File: src/rtl/vc2sd_if.sv
// vc2sd_if: credit-in / srdy-drdy-out bundle for vc2sd_mvc.
// master drives beats and p_drdy; slave returns credits, data and status.
interface vc2sd_if #(
  parameter int vcs   = 4,
  parameter int depth = 8,
  parameter int width = 8
);
  localparam int asz = $clog2(depth);
  localparam int vsz = $clog2(vcs);

  logic                   c_vld;
  logic [vsz-1:0]         c_vcid;
  logic [width-1:0]       c_data;
  logic [vcs-1:0]         c_cr;
  logic                   p_srdy;
  logic                   p_drdy;
  logic [vsz-1:0]         p_vcid;
  logic [width-1:0]       p_data;
  logic [vcs*(asz+1)-1:0] usage;
  logic                   ovf_err;

  modport master (
    output c_vld, c_vcid, c_data, p_drdy,
    input  c_cr, p_srdy, p_vcid, p_data, usage, ovf_err
  );

  modport slave (
    input  c_vld, c_vcid, c_data, p_drdy,
    output c_cr, p_srdy, p_vcid, p_data, usage, ovf_err
  );
endinterface

File: src/rtl/vc2sd_mvc.sv
// vc2sd_mvc: per-VC FIFOs fed by a credit link, drained round-robin.
// Ports: clk, reset (sync, active-high), io (vc2sd_if.slave bundle).
module vc2sd_mvc #(
  parameter int vcs    = 4,
  parameter int depth  = 8,
  parameter int width  = 8,
  parameter int reginp = 0
) (
  input logic    clk,
  input logic    reset,
  vc2sd_if.slave io
);
  localparam int asz = $clog2(depth);
  localparam int vsz = $clog2(vcs);
  localparam int psz = asz + 1;
  localparam logic [psz-1:0] MSB = {1'b1, {asz{1'b0}}};

  logic             wv;
  logic [vsz-1:0]   wvc;
  logic [width-1:0] wd;

  generate
    if (reginp != 0) begin : g_reg
      logic             v_q;
      logic [vsz-1:0]   vc_q;
      logic [width-1:0] d_q;
      always_ff @(posedge clk) begin
        if (reset) begin
          v_q  <= 1'b0;
          vc_q <= '0;
          d_q  <= '0;
        end else begin
          v_q  <= io.c_vld;
          vc_q <= io.c_vcid;
          d_q  <= io.c_data;
        end
      end
      assign wv  = v_q;
      assign wvc = vc_q;
      assign wd  = d_q;
    end else begin : g_comb
      assign wv  = io.c_vld;
      assign wvc = io.c_vcid;
      assign wd  = io.c_data;
    end
  endgenerate

  logic [width-1:0]       mem_q [vcs][depth];
  logic [psz-1:0]         rptr_q [vcs];
  logic [psz-1:0]         wptr_q [vcs];
  logic [psz-1:0]         rptr_d [vcs];
  logic [psz-1:0]         wptr_d [vcs];
  logic [vsz-1:0]         prio_q, gnt_q, gnt, rr, nprio;
  logic                   hold_q;
  logic [vcs-1:0]         cr_q, cr_d;
  logic                   ovf_q, ovf_set;
  logic [vcs*psz-1:0]     use_q, use_d;
  logic [vcs-1:0]         ne, full, pop, push;
  logic                   srdy, xfer, found;
  logic [psz-1:0]         head;
  int                     j;

  always_comb begin
    ne   = '0;
    full = '0;
    for (int v = 0; v < vcs; v++) begin
      ne[v]   = rptr_q[v] != wptr_q[v];
      full[v] = (rptr_q[v] ^ wptr_q[v]) == MSB;
    end
    // first non-empty VC at or after prio
    rr    = prio_q;
    found = 1'b0;
    j     = 0;
    for (int i = 0; i < vcs; i++) begin
      j = int'(prio_q) + i;
      if (j >= vcs) j = j - vcs;
      if (!found && ne[j]) begin
        rr    = vsz'(j);
        found = 1'b1;
      end
    end
    // a stalled offer keeps its grant
    gnt   = hold_q ? gnt_q : rr;
    srdy  = |ne;
    xfer  = srdy & io.p_drdy;
    nprio = (gnt == vsz'(vcs - 1)) ? '0 : gnt + 1'b1;
    pop   = '0;
    push  = '0;
    for (int v = 0; v < vcs; v++) begin
      pop[v]  = xfer && (gnt == vsz'(v));
      push[v] = wv && (wvc == vsz'(v)) && (!full[v] || pop[v]);
    end
    ovf_set = wv && full[wvc] && !pop[wvc];
    use_d   = '0;
    for (int v = 0; v < vcs; v++) begin
      rptr_d[v] = rptr_q[v] + psz'(pop[v]);
      wptr_d[v] = wptr_q[v] + psz'(push[v]);
      use_d[v*psz +: psz] = wptr_d[v] - rptr_d[v];
    end
    cr_d = xfer ? ({{(vcs-1){1'b0}}, 1'b1} << gnt) : '0;
    head = rptr_q[gnt];
  end

  always_ff @(posedge clk) begin
    if (reset) begin
      for (int v = 0; v < vcs; v++) begin
        rptr_q[v] <= '0;
        wptr_q[v] <= '0;
      end
      prio_q <= '0;
      gnt_q  <= '0;
      hold_q <= 1'b0;
      cr_q   <= '0;
      ovf_q  <= 1'b0;
      use_q  <= '0;
    end else begin
      for (int v = 0; v < vcs; v++) begin
        rptr_q[v] <= rptr_d[v];
        wptr_q[v] <= wptr_d[v];
      end
      if (xfer) prio_q <= nprio;
      gnt_q  <= gnt;
      hold_q <= srdy & ~io.p_drdy;
      cr_q   <= cr_d;
      ovf_q  <= ovf_q | ovf_set;
      use_q  <= use_d;
    end
  end

  always_ff @(posedge clk) begin
    for (int v = 0; v < vcs; v++)
      if (push[v]) mem_q[v][wptr_q[v][asz-1:0]] <= wd;
  end

  assign io.p_srdy  = srdy;
  assign io.p_vcid  = gnt;
  assign io.p_data  = mem_q[gnt][head[asz-1:0]];
  assign io.c_cr    = cr_q;
  assign io.usage   = use_q;
  assign io.ovf_err = ovf_q;
endmodule

File: src/flat_wrapper.sv
// flat-port wrapper written by rule: the top's interface ports become plain ports
module vc2sd_mvc_flat 
#(
  parameter int vcs    = 4,
  parameter int depth  = 8,
  parameter int width  = 8,
  parameter int reginp = 0
)
  (clk, reset, io_c_vld, io_c_vcid, io_c_data, io_p_drdy, io_c_cr, io_p_srdy, io_p_vcid, io_p_data, io_usage, io_ovf_err);
  vc2sd_if #(.vcs(vcs), .depth(depth), .width(width)) io_i ();
  input logic clk;
  input logic reset;
  input wire logic [$bits(io_i.c_vld)-1:0] io_c_vld;
  input wire logic [$bits(io_i.c_vcid)-1:0] io_c_vcid;
  input wire logic [$bits(io_i.c_data)-1:0] io_c_data;
  input wire logic [$bits(io_i.p_drdy)-1:0] io_p_drdy;
  output wire logic [$bits(io_i.c_cr)-1:0] io_c_cr;
  output wire logic [$bits(io_i.p_srdy)-1:0] io_p_srdy;
  output wire logic [$bits(io_i.p_vcid)-1:0] io_p_vcid;
  output wire logic [$bits(io_i.p_data)-1:0] io_p_data;
  output wire logic [$bits(io_i.usage)-1:0] io_usage;
  output wire logic [$bits(io_i.ovf_err)-1:0] io_ovf_err;
  assign io_i.c_vld = io_c_vld;
  assign io_i.c_vcid = io_c_vcid;
  assign io_i.c_data = io_c_data;
  assign io_i.p_drdy = io_p_drdy;
  assign io_c_cr = io_i.c_cr;
  assign io_p_srdy = io_i.p_srdy;
  assign io_p_vcid = io_i.p_vcid;
  assign io_p_data = io_i.p_data;
  assign io_usage = io_i.usage;
  assign io_ovf_err = io_i.ovf_err;
  vc2sd_mvc #(.vcs(vcs), .depth(depth), .width(width), .reginp(reginp)) u_core (.clk(clk), .reset(reset), .io(io_i));
endmodule
File: config.mk
export PLATFORM = sky130hd
export DESIGN_NAME = vc2sd_mvc_flat
export DESIGN_NICKNAME = d
export VERILOG_FILES = /design/src/rtl/vc2sd_if.sv /design/src/rtl/vc2sd_mvc.sv /design/src/flat_wrapper.sv
export SDC_FILE = /design/constraint.sdc
export NUM_CORES = 1
export LEC_CHECK = 0
export CAP_MARGIN = 40
export CORE_ASPECT_RATIO = 1.2
export CORE_MARGIN = 5
export CORE_UTILIZATION = 45
export CTS_CLUSTER_SIZE = 25
export DETAILED_ROUTE_END_ITERATION = 8
export MAX_ROUTING_LAYER = met4
export PLACE_DENSITY_LB_ADDON = 0.25
export SLEW_MARGIN = 10
export SYNTH_ARGS = -nofsm -noshare
export SYNTH_HDL_FRONTEND = slang
export SYNTH_SLANG_ARGS = --single-unit
File: constraint.sdc
create_clock -name clk -period 11.1 [get_ports clk]
set_clock_uncertainty 0.15 [all_clocks]
set_input_delay 2.22 -clock clk [delete_from_list [all_inputs] [get_ports clk]]
set_output_delay 2.22 -clock clk [all_outputs]
set_load 0.01 [all_outputs]
==> flow_summary.toml <==
[synthesis]
synthXorXnorAreaFrac = 0.0308
synth_top_family_by_area = "simple AND/OR/NAND/NOR gates"
synthArstFlopShare = 0
yosys_register_bits = 314
ys_seq_area_frac = 0.664
syn_nets = 1063
synth_cell_types = 63
synth_edf_count = 256
synthFlopType = "edfxtp_1"
synth.avg_cell_area_um2 = 13.1
synth_cells = 1016
netlist_area_um2 = 13300
synth_compound_area_frac = 0.0928
yosys.area_share.simple = 0.125
ys_warn_count = 0
synth_fa_ha_area_frac = 0.0333
synth_mux_area_frac = 0.0264

[min_path]
hp-start = "u_core.io.ovf_err"
hold_path_class = "reg -> reg"

[sta]
setup_viol = 0
fmax_mhz = 122
slew_headroom = 0.403
worstMarginPinSlew_ns = 0.872
tns_ns = 0
rsz0062_at_grt = "false"
slew_violations = 0
finalHoldViolCount = 0
post-route-min-period_ns = 8.19
fin_crit_sh = 0.738

[status]
status = "complete, no violations"

[detailed_routing]
via_count = 8508
wl_mm = 33.1
drc = 0
vias_per_cell = 5.72
drtIter0Drc = 647
drt-pass1-iter-count = 5
ant_nets = 0
wl_per_cell_um = 22.2

[floorplanning]
rows = 69
die_area_um2 = 33200
start_util = 0.452
io_pins = 46
die_h_um = 198
die_w_um = 167
coreArea_um2 = 29400

[placement]
gp_congestion = 0.915
hpwl_mm = 21.8
port_buffers = 45
placed_area_um2 = 14300

[clock_tree]
cts.clk_slew.worst_paths_ns = 0.06
h-tree-depth = 2
postCtsHoldBufs = 0
ctsResizeCount = 0
numCtsBuffers = 34
clk_latency_ns = 0.51
post_cts_buffers = 0
clock_sinks = 314
cts_tree = "yes"
clock-root-buffer = "clkbuf_16"
cts_buffer_depth = 3

[layout]
drive_gt1_frac = 0.103
areaGrowthSynthToFinish_pct = 16.1
design_area_um2 = 15500
fill_cells = 2483
layout_commonest_cell = "edfxtp_1"
diodes = 0
mostFrequentLayoutCells = "edfxtp_1 (256), nand2_1 (106), nor2_1 (72), dfxtp_1 (58), a21oi_1 (51)"
final_nets = 1120

[grt]
grt_first_pass_wirelength_mm = 50.9
grt_max_degree = 72
track_usage = 0.205
antenna_found_initial = 0
grt_pass1_vias = 8442
grt-ovfl-total = 0

[power_and_ir_drop]
peakVddDrop_v = 0.000194
p_leak_nw = 5.37
p_sw_frac = 0.390
power_per_cell_area_nw_per_um2 = 297
p_int_mw = 2.80
finalPower_mw = 4.59
seq_power_share = 0.294
power_frac_comb = 0.463
p_clk_frac = 0.243
p_sw_mw = 1.79

[worst_setup_path]
r2r-start = "u_core.rptr_q[3][0]"
start_kind = "flip-flop"
critPathCaptureType = "output port"
startpoint = "u_core.rptr_q[2][0]"
critPathMaxFanout = 62
path_class = "reg -> out"
required_ns = 8.73
arrival_ns = 5.82

[job]
maxCapViolCount = 0
[cells by family (layout without fill, tap and decap cells)]
family / count (synthesis) / count (layout)
AO/OA/AOI/OAI: 181 / 181
XOR/XNOR: 46 / 46
adder cells (fa/ha/maj): 33 / 33
buffers and inverters: 85 / 167
flip-flops: 314 / 314
multiplexers: 25 / 25
AND/OR/NAND/NOR: 332 / 332
[worst max-delay path, stage by stage, from the launching register on]
cell and delay, ns:
dfxtp_1 0.76, xnor2_1 0.22, a41oi_1 0.28, a21oi_1 0.11
o221a_4 0.28, a21oi_4 0.14, buf_4 0.56, buf_4 0.69
mux2i_1 0.25, a2111oi_0 0.85, o21ai_0 0.31, nand4b_1 0.22
clkdlybuf4s50_1 0.56
[state kept, by name, indices dropped and copies added, names as in the netlist]
| name | cells |
|---|---|
| u_core.mem_q | 256 |
| u_core.io.usage | 16 |
| u_core.rptr_q | 16 |
| u_core.io.ovf_err | 1 |
| u_core.hold_q | 1 |
| u_core.io.c_cr | 4 |
| u_core.prio_q | 2 |
| u_core.gnt_q | 2 |
| u_core.wptr_q | 16 |
[stage by stage]
stage,hold slack [ns],instances,worst slack (ns),utilization
final,0.305,1488,2.91,0.525
after global routing,0.314,1488,2.65,0.525
after CTS,0.307,1487,2.97,0.525
after detailed placement,0.293,1426,3.52,0.487
after global placement,0.289,1409,3.50,0.481
after floorplan,0.320,1016,5.65,-
[cell type report]
class	instances	area, µm²	area share
repair buffers	82	778	0.0503
inverters	24	90.1	0.00583
clock inverters	15	119	0.00769
flip-flops and latches	314	8850	0.572
well taps	390	488	0.0316
clock buffers	46	992	0.0642
multi-input cells	617	4150	0.268
[worst paths after layout]
kind / to / slack, ns / cells after the start
worst max-delay path: io_p_data[4] / 2.91 / 12
worst min-delay path: u_core.io.ovf_err / 0.31 / 2
worst max register to register: u_core.io.usage[7] / 5.66 / 18
worst min register to register: u_core.io.ovf_err / 0.31 / 2
[cells in the mapped netlist, types with 17 or more instances]
cell | number | share of area
o22ai_1 | 17 | 0.0080
dfxtp_1 | 58 | 0.087
xnor2_1 | 26 | 0.017
ha_1 | 29 | 0.027
inv_1 | 22 | 0.0062
xor2_1 | 19 | 0.012
buf_2 | 20 | 0.0075
clkbuf_1 | 29 | 0.0082
nand2_1 | 106 | 0.030
a21oi_1 | 51 | 0.019
o21ai_0 | 27 | 0.010
nor2_1 | 72 | 0.020
o221ai_1 | 17 | 0.011
edfxtp_1 | 256 | 0.58
nor3_1 | 22 | 0.0083
nor3b_1 | 17 | 0.0096
nand3_1 | 25 | 0.0094
[power by group through the flow]
stage / Combinational [mW] / Clock [mW] / Sequential (mW)
3_5_place_dp: 2.13 / 0 / 1.37
3_3_place_gp: 2.11 / 0 / 1.37
5_1_grt: 2.29 / 1.19 / 1.35
2_1_floorplan: 1.30 / 0 / 1.37
4_1_cts: 2.14 / 1.14 / 1.35
6_report: 2.13 / 1.12 / 1.35
[layer usage]
layer,share of wire,global-route usage
met3,0.056,0.0302
met5,0,-
met2,0.50,0.341
met4,0.027,0.0627
met1,0.42,0.263
Note: power is estimated with default switching activity, not from simulation.
